===== config.mk =====
export PLATFORM = sky130hd
export DESIGN_NAME = tx_frame_arbiter
export DESIGN_NICKNAME = d
export VERILOG_FILES = /design/src/rtl/tx_frame_arbiter_pkg.sv /design/src/rtl/tx_frame_arbiter_rr_arb2.sv /design/src/rtl/tx_frame_arbiter.sv
export SDC_FILE = /design/constraint.sdc
export NUM_CORES = 1
export LEC_CHECK = 0
export BUFFER_PORTS_ARGS = -buffer_cell sky130_fd_sc_hd__buf_2
export CAP_MARGIN = 0
export CORE_MARGIN = 4
export CORE_UTILIZATION = 55
export CTS_CLUSTER_DIAMETER = 60
export DETAILED_ROUTE_END_ITERATION = 16
export PLACE_DENSITY = 0.84
export SYNTH_ARGS = -nofsm -noshare
export SYNTH_HDL_FRONTEND = slang
export SYNTH_HIERARCHICAL = 1
export SYNTH_SLANG_ARGS = --single-unit

===== constraint.sdc =====
create_clock -name clk -period 5.4 [get_ports clk]
set_input_delay 0.81 -clock clk [delete_from_list [all_inputs] [get_ports clk]]
set_output_delay 0.81 -clock clk [all_outputs]
set_load 0.01 [all_outputs]

===== src/rtl/tx_frame_arbiter_pkg.sv =====
// Shared definitions for the UART TX frame arbiter.
//   state_t  : scheduler FSM states
//   REQ_ALU  : requester id of the 16-bit ALU result source
//   REQ_RF   : requester id of the 8-bit register-file read source
package tx_frame_arbiter_pkg;

  typedef enum logic [1:0] {
    IDLE    = 2'd0,
    ISSUE   = 2'd1,
    WAIT_HI = 2'd2,
    WAIT_LO = 2'd3
  } state_t;

  localparam logic REQ_ALU = 1'b0;
  localparam logic REQ_RF  = 1'b1;

endpackage


===== src/rtl/tx_frame_arbiter_rr_arb2.sv =====
// Two-way round-robin arbiter with a one-bit priority pointer.
//   clk, rst_n : clock, asynchronous active-low reset
//   req[1:0]   : level requests, bit index = requester id
//   en         : a grant may be taken this cycle
//   gnt_valid  : a grant is taken this cycle (en and any request)
//   gnt_id     : id of the granted requester
// On every grant the pointer moves to the requester that was not granted,
// whether or not both were requesting.
module rr_arb2
  import tx_frame_arbiter_pkg::*;
(
  input  logic       clk,
  input  logic       rst_n,
  input  logic [1:0] req,
  input  logic       en,
  output logic       gnt_valid,
  output logic       gnt_id
);

  logic ptr_q;

  always_comb begin
    gnt_valid = en && (req != 2'b00);
    if (req == 2'b11) gnt_id = ptr_q;
    else              gnt_id = req[1];
  end

  // NOTE: sequential state is updated with <= so every flop samples the
  // pre-edge values, regardless of the order the statements are written in.
  always_ff @(posedge clk or negedge rst_n) begin
    if (!rst_n)         ptr_q <= REQ_ALU;
    else if (gnt_valid) ptr_q <= ~gnt_id;
  end

endmodule


===== src/rtl/tx_frame_arbiter.sv =====
// Shares one UART transmitter between the ALU result (two bytes, LSB first)
// and register-file read data (one byte).
//   clk, rst_n           : clock, asynchronous active-low reset
//   alu_req/alu_data     : ALU request level and 2*DATA_W result
//   alu_ack              : one-cycle pulse, alu_data has been captured
//   rf_req/rf_data       : register-file request level and DATA_W data
//   rf_ack               : one-cycle pulse, rf_data has been captured
//   tx_busy              : UART TX busy (already in the clk domain)
//   tx_valid/tx_data     : Data_Valid pulse and byte to UART TX
//   sched_busy           : a frame is in progress (state != IDLE)
//   retry_pulse          : one-cycle pulse on each timeout re-issue
module tx_frame_arbiter
  import tx_frame_arbiter_pkg::*;
#(
  parameter int DATA_W       = 8,
  parameter int BUSY_TIMEOUT = 16,
  parameter int TMR_W        = 5
) (
  input  logic                clk,
  input  logic                rst_n,
  input  logic                alu_req,
  input  logic [2*DATA_W-1:0] alu_data,
  output logic                alu_ack,
  input  logic                rf_req,
  input  logic [DATA_W-1:0]   rf_data,
  output logic                rf_ack,
  input  logic                tx_busy,
  output logic                tx_valid,
  output logic [DATA_W-1:0]   tx_data,
  output logic                sched_busy,
  output logic                retry_pulse
);

  state_t              state_q, state_d;
  logic [2*DATA_W-1:0] hold_q;
  logic                bytes_left_q;
  logic [TMR_W-1:0]    timer_q;
  logic [TMR_W-1:0]    timer_inc;
  logic                gnt_en, gnt_valid, gnt_id;
  logic                grant, timeout, next_byte;

  // Grants are only taken in IDLE with the transmitter free.
  assign gnt_en    = (state_q == IDLE) && !tx_busy;
  assign timer_inc = timer_q + 1'b1;

  // The byte on the wire is always the low byte of the hold register, so it
  // stays put from one ISSUE to the next without a separate data flop.
  assign tx_data = hold_q[DATA_W-1:0];

  rr_arb2 u_rr_arb2 (
    .clk      (clk),
    .rst_n    (rst_n),
    .req      ({rf_req, alu_req}),
    .en       (gnt_en),
    .gnt_valid(gnt_valid),
    .gnt_id   (gnt_id)
  );

  // NOTE: every signal written here gets a default first; a path that leaves
  // one unassigned would infer a latch.
  always_comb begin
    state_d   = state_q;
    grant     = 1'b0;
    timeout   = 1'b0;
    next_byte = 1'b0;
    unique case (state_q)
      IDLE: begin
        if (gnt_valid) begin
          grant   = 1'b1;
          state_d = ISSUE;
        end
      end
      ISSUE: state_d = WAIT_HI;
      WAIT_HI: begin
        // A busy rise wins over a coincident timeout.
        if (tx_busy) begin
          state_d = WAIT_LO;
        end else if (timer_inc == TMR_W'(BUSY_TIMEOUT - 1)) begin
          // The re-issue lands exactly BUSY_TIMEOUT cycles after the
          // previous tx_valid.
          timeout = 1'b1;
          state_d = ISSUE;
        end
      end
      WAIT_LO: begin
        if (!tx_busy) begin
          if (bytes_left_q) begin
            next_byte = 1'b1;
            state_d   = ISSUE;
          end else begin
            state_d = IDLE;
          end
        end
      end
      default: state_d = IDLE;
    endcase
  end

  // Outputs are registered from the next state so they line up with the
  // state they describe and are glitch-free at the ports.
  always_ff @(posedge clk or negedge rst_n) begin
    if (!rst_n) begin
      // NOTE: the hold register is reset too, because tx_data is taken
      // straight from it and must read 0 during and right after reset.
      state_q      <= IDLE;
      hold_q       <= '0;
      bytes_left_q <= 1'b0;
      timer_q      <= '0;
      tx_valid     <= 1'b0;
      sched_busy   <= 1'b0;
      retry_pulse  <= 1'b0;
      alu_ack      <= 1'b0;
      rf_ack       <= 1'b0;
    end else begin
      state_q     <= state_d;
      tx_valid    <= (state_d == ISSUE);
      sched_busy  <= (state_d != IDLE);
      retry_pulse <= timeout;
      alu_ack     <= grant && (gnt_id == REQ_ALU);
      rf_ack      <= grant && (gnt_id == REQ_RF);

      if (grant) begin
        hold_q       <= (gnt_id == REQ_ALU) ? alu_data : {{DATA_W{1'b0}}, rf_data};
        bytes_left_q <= (gnt_id == REQ_ALU);
      end else if (next_byte) begin
        hold_q       <= hold_q >> DATA_W;
        bytes_left_q <= 1'b0;
      end

      if (state_q == ISSUE)                   timer_q <= '0;
      else if (state_q == WAIT_HI && !tx_busy) timer_q <= timer_inc;
    end
  end

endmodule

==> results of run 1 <==
## area by class of cell
class / count / area, um2 / share of cell area, %
Sequential cell: 30 / 750.7 / 44.05
Multi-Input combinational cell: 104 / 640.6 / 37.59
Timing Repair Buffer: 41 / 205.2 / 12.04
Clock buffer: 5 / 37.54 / 2.203
Tap cell: 30 / 37.54 / 2.203
Inverter: 6 / 22.52 / 1.322
Clock inverter: 2 / 10.01 / 0.5874
## stage by stage
step / cells / setup WS, ps
CTS: 218 / 2310
detailed placement: 211 / 2139
global route: 218 / 1983
floorplan: 159 / 3172
global placement: 211 / 2311
finish: 218 / 2319
## logic make-up after synthesis
| family | after synthesis | share of synthesized area [%] |
|---|---|---|
| AOI/OAI and AO/OA | 48 | 20.05 |
| and+or+nand+nor | 44 | 13.69 |
| DFF | 30 | 48.90 |
| buffers and inverters | 25 | 9.373 |
| muxes | 8 | 5.216 |
| xor gates and xnor gates | 2 | 1.141 |
| adders and majority gates | 2 | 1.630 |
## layout by cell type (no fill, tap or decap), types with 2 or more instances in the layout
master    netlist  final
a22o_1          8      8
nand3_1         3      3
dfrtp_1        30     30
nor2b_1         2      2
nor3_1          8      8
a21oi_1         8      8
inv_1           6      6
nand4b_1        2      2
clkinv_2        0      2
clkbuf_4        0      5
mux2i_1         8      8
buf_2           4     41
o21ai_0        20     20
o21ai_1         3      3
nor2_1          3      3
nand2_1        22     22
ha_1            2      2
## worst paths after layout
| kind | start | end | cells past startpoint |
|---|---|---|---|
| max | state_q[0] | hold_q[13] | 5 |
| min | hold_q[4] | hold_q[4] | 2 |
| max reg2reg | state_q[0] | hold_q[13] | 5 |
| min reg2reg | hold_q[4] | hold_q[4] | 2 |
| max in group asynchronous | rst_n | bytes_left_q | 1 |
| min in group asynchronous | rst_n | timer_q[1] | 1 |
## layer usage
metal / vias up / global-route usage (%) / wire length [um]
met3: 4 / 7.660 / 212
met2: 33 / 29.47 / 1467
met5: - / 0 / 0
met4: 0 / 7.740 / 26
met1: 550 / 20.73 / 1245
li1: 604 / - / -
## synthesized netlist by cell type (all sizes together)
| cell | count |
|---|---|
| dfrtp | 30 |
| o21ai | 23 |
| nand2 | 22 |
| buf | 16 |
| a21oi | 8 |
| a22o | 8 |
| mux2i | 8 |
| nor3 | 8 |
| inv | 6 |
| clkbuf | 3 |
| nand3 | 3 |
| nor2 | 3 |
| a31oi | 2 |
| ha | 2 |
| nand4b | 2 |
| nor2b | 2 |
| a21boi | 1 |
| a21o | 1 |
| a31o | 1 |
| and2 | 1 |
| nand2b | 1 |
| nor3b | 1 |
| nor4 | 1 |
| o211ai | 1 |
| o21a | 1 |
| o31ai | 1 |
| o32ai | 1 |
| xnor2 | 1 |
| xor2 | 1 |
## where the power goes
part / total [W] / internal [W] / leakage (nW) / switching, W
Combinational: 0.000234 / 0.000111 / 0.413 / 0.000123
Clock: 0.000119 / 0.0000467 / 0.0308 / 0.0000727
Sequential: 0.000382 / 0.000301 / 0.397 / 0.0000818
## worst max-delay path: cells and delay by family (launching register included)
kind / cells / cell delay (ps)
AO/OA/AOI/OAI: 2 / 460
flip-flops: 1 / 650
AND/OR/NAND/NOR: 3 / 1910
==> results.py, run 1 <==
metrics = {
    "die": {
        "die-area_um2": 3700,
        "ios": 42,
        "die_x_um": 60.83,
        "coreArea_um2": 2567,
        "rows": 18,
        "initial_core_util_pct": 59.80,
        "die_h_um": 60.83,
    },
    "sta": {
        "maxSlewHeadroom_pct": 23.61,
        "period_share_pct": 57.06,
        "worst_clock_skew_ps": 7.613,
        "worst_slew_pin_slew_ps": 1143,
        "fmax_ghz": 0.3246,
        "hold-worst-slack_ps": 483.3,
        "rsz0062_at_grt": "no",
        "setup_tns_ps": 0,
        "setup_viol": 0,
        "layout_min_cycle_time_ps": 3081,
        "hold_viol_final": 0,
        "finalMaxSlewViolations": 0,
    },
    "clock_tree": {
        "clk_pin_slew_ps": 90,
        "insertion_delay_ps": 330,
        "clock_path_buffers": 2,
        "cts_num_sinks": 30,
        "postCtsSetupRepairBufs": 0,
        "cts_root_buf": "clkbuf_4",
        "cts_tree": "done",
        "htreeDepth": 2,
        "cts_buffers": 5,
        "postCtsHoldBufs": 0,
        "post_cts_resized": 0,
    },
    "final_layout": {
        "drive_gt1_share_pct": 27.13,
        "largest_reg_flops": 16,
        "biggestRegsByFlops": "hold_q (16), timer_q (5), state_q (2)",
        "regMostFlops": "hold_q",
        "fin_util_pct": 66.37,
        "stdcell_area_um2": 1704,
        "area_growth_pct": 11.00,
        "final_nets": 219,
        "diodes": 0,
        "nFillCells": 222,
    },
    "worst_setup_path": {
        "slowest_stage": "nor3b_2",
        "r2r_slack_ps": 2320,
        "worstPathMaxFanout": 22,
        "max_stage_delay_ps": 840,
        "start_kind": "register",
        "crit_type": "register to register",
        "crit_chain": "nor3_1 -> o21a_1 -> nor3b_2 -> nor2b_1 -> a22o_1",
        "endpoint_kind": "register",
        "cp.arrival_ps": 3340,
        "critPathRequiredTime_ps": 5660,
    },
    "detailed_routing": {
        "wl_um": 2952,
        "drtPass1Iterations": 4,
        "wire_per_inst_um": 13.54,
        "antenna_left": 0,
        "route.vias.total": 1191,
        "drc": 0,
        "drt_iter0_markers": 24,
        "viasPerCell": 5.463,
    },
    "global_routing": {
        "grt_max_degree": 31,
        "antenna_found_initial": 0,
        "grt_pass1_wl_um": 4795,
        "gr-total-overflow": 0,
        "grtUsageTotal_pct": 18.05,
        "grt_pass1_vias": 1122,
    },
    "synthesis": {
        "syn_area_um2": 1535,
        "synth.area.top_cells": "dfrtp_1, o21ai_0, buf_4, nand2_1, mux2i_1",
        "avgSynthCellArea_um2": 9.655,
        "yosysTopAreaCellShare_pct": 48.90,
        "synth_warnings": 6,
        "synth_cell_types": 32,
        "yosysTopAreaCell": "dfrtp_1",
        "synth-seq-cells": 30,
        "synth_fp_nets": 190,
        "syn_inst": 159,
        "yosysSeqAreaShare_pct": 48.90,
    },
    "run": {
        "cap_violations": 0,
    },
    "place": {
        "gp_congestion": 0.7659,
        "place_area_um2": 1657,
        "io_buffers": 41,
        "hpwl_um": 2162,
    },
    "run_status": {
        "status": "completed",
    },
    "power_and_ir_drop": {
        "power.density_nw_per_um2": 431.7,
        "vdd_ir_drop_max_mv": 0.3148,
        "total_power_w": 0.0007356,
        "p_leak_nw": 0.8408,
    },
    "min_path": {
        "holdCritPathClass": "register to register",
    },
}
Note: power is estimated with default switching activity, not from simulation.
==> run 2: changes to the inputs <==
--- a/config.mk
+++ b/config.mk
@@ -8,10 +8,10 @@
 export BUFFER_PORTS_ARGS = -buffer_cell sky130_fd_sc_hd__buf_2
 export CAP_MARGIN = 0
 export CORE_MARGIN = 4
-export CORE_UTILIZATION = 55
+export CORE_UTILIZATION = 46
 export CTS_CLUSTER_DIAMETER = 60
 export DETAILED_ROUTE_END_ITERATION = 16
-export PLACE_DENSITY = 0.84
+export PLACE_DENSITY = 0.75
 export SYNTH_ARGS = -nofsm -noshare
 export SYNTH_HDL_FRONTEND = slang
 export SYNTH_HIERARCHICAL = 1
==> constraint.sdc (replaced) <==
create_clock -name clk -period 2.63 [get_ports clk]
set_input_delay 0.3945 -clock clk [delete_from_list [all_inputs] [get_ports clk]]
set_output_delay 0.3945 -clock clk [all_outputs]
set_load 0.01 [all_outputs]
==> results.py, run 2 (synthesis results as in run 1) <==
metrics = {
    "sta": {
        "setup_tns_ps": 0,
        "setup_viol": 0,
        "hold-worst-slack_ps": 85.36,
        "period_share_pct": 81.36,
        "maxSlewHeadroom_pct": 57.04,
        "worst_clock_skew_ps": 6.288,
        "layout_min_cycle_time_ps": 2140,
        "worst_slew_pin_slew_ps": 644.4,
        "fmax_ghz": 0.4673,
        "hold_viol_final": 0,
        "rsz0062_at_grt": "no",
        "finalMaxSlewViolations": 0,
    },
    "worst_setup_path": {
        "crit_type": "register to register",
        "cp.arrival_ps": 2320,
        "start_kind": "register",
        "worstPathMaxFanout": 13,
        "critPathRequiredTime_ps": 2810,
        "reg2regPathDepth": 7,
        "r2r_start": "state_q[1]",
        "r2r_slack_ps": 490,
        "endpoint_kind": "register",
        "r2r_end": "hold_q[6]",
    },
    "final_layout": {
        "final_nets": 223,
        "stdcell_area_um2": 1764,
        "fin_cells": 237,
        "drive_gt1_share_pct": 28.50,
        "diodes": 0,
        "biggestRegsByFlops": "hold_q (16), timer_q (5), state_q (2)",
        "area_growth_pct": 14.91,
        "final_common_cell": "buf_2",
        "final_cell_mix": "buf_2, dfrtp_1, nand2_1, o21ai_0",
        "largest_reg_flops": 16,
        "regMostFlops": "hold_q",
    },
    "power_and_ir_drop": {
        "vdd_ir_drop_max_mv": 0.5702,
        "power.density_nw_per_um2": 894.0,
        "p_leak_nw": 0.8661,
    },
    "die": {
        "die-area_um2": 4326,
        "die_h_um": 65.77,
        "initial_core_util_pct": 49.08,
        "die_x_um": 65.77,
        "rows": 20,
        "ios": 42,
        "coreArea_um2": 3128,
    },
    "clock_tree": {
        "cts_num_sinks": 30,
        "clk_pin_slew_ps": 90,
        "postCtsSetupRepairBufs": 0,
        "clock_path_buffers": 2,
        "insertion_delay_ps": 320,
        "post_cts_resized": 0,
        "cts_root_buf": "clkbuf_4",
        "cts_tree": "done",
        "htreeDepth": 2,
        "cts_buffers": 5,
        "postCtsHoldBufs": 0,
    },
    "global_routing": {
        "grt_pass1_wl_um": 5175,
        "antenna_found_initial": 0,
        "grt_max_degree": 31,
        "grtUsageTotal_pct": 15.57,
        "grt_pass1_vias": 1181,
        "gr-total-overflow": 0,
    },
    "detailed_routing": {
        "drc": 0,
        "wire_per_inst_um": 13.09,
        "viasPerCell": 5.080,
        "wl_um": 3103,
        "drt_iter0_markers": 73,
        "route.vias.total": 1204,
        "antenna_left": 0,
        "drtPass1Iterations": 4,
    },
    "place": {
        "hpwl_um": 2313,
        "gp_congestion": 0.8066,
        "place_inst": 229,
        "place_area_um2": 1704,
        "io_buffers": 41,
    },
    "min_path": {
        "holdCritPathClass": "input pin to async pin",
    },
    "run_status": {
        "status": "completed",
    },
    "run": {
        "cap_violations": 0,
    },
}
==> run 2: cell count changes in the layout (fill, tap and decap cells not counted) <==
cell / previous run / this run
clkinv_2: 2 / 1
clkbuf_1: 0 / 1
clkbuf_8: 0 / 1
buf_4: 0 / 4
==> run 2: layer usage <==
layer  GRT usage, %  up-vias  share of wire [%]
met5              0        -                  0
met4          3.886        0                1.1
met3          5.952        6                6.0
met2          25.91       31                 48
met1          18.89      549                 45
li1               -      618                  -
==> run 2: worst max-delay path: stages, from the launching register on <==
cell and delay (ps):
dfrtp_1 510, nor3_1 340, o21a_1 210, nor3b_2 450, buf_4 260, nand2_1 60
o21ai_0 70, o21ai_0 100
==> run 2: worst max-delay path by stage <==
stage | start | end | slack [ps] | cells past startpoint
2_1_floorplan | state_q[0] | hold_q[13] | 670 | 8
3_3_place_gp | tx_busy | hold_q[9] | 580 | 6
3_5_place_dp | tx_busy | hold_q[6] | 500 | 8
4_1_cts | state_q[1] | hold_q[6] | 500 | 7
5_1_grt | state_q[1] | hold_q[2] | 280 | 7
6_report | state_q[1] | hold_q[6] | 490 | 7
==> run 2: stage by stage <==
stage | setup slack (ps) | util [%] | power [W]
finish | 490.2 | 56.40 | 0.001577
global route | 276.6 | 56.40 | 0.001717
floorplan | 674.4 | - | 0.001202
CTS | 498.0 | 56.40 | 0.001596
detailed placement | 504.1 | 54.48 | 0.001310
global placement | 580.8 | 54.48 | 0.001276
==> run 2: power breakdown <==
group	switching, W	total, W	leakage [nW]	internal (W)
Clock	0.000154	0.000283	0.0353	0.000129
Combinational	0.000310	0.000550	0.434	0.000241
Sequential	0.000126	0.000744	0.397	0.000618
Total	0.000589	0.00158	0.866	0.000988
==> run 2: final cells by class <==
class,count,area [um2]
fillers,290,1364
clock inverters,1,5.005
inverters,6,22.52
flip-flops and latches,30,750.7
clock buffers,7,55.05
repair buffers,45,235.2
multi-input cells,104,640.6
well taps,44,55.05
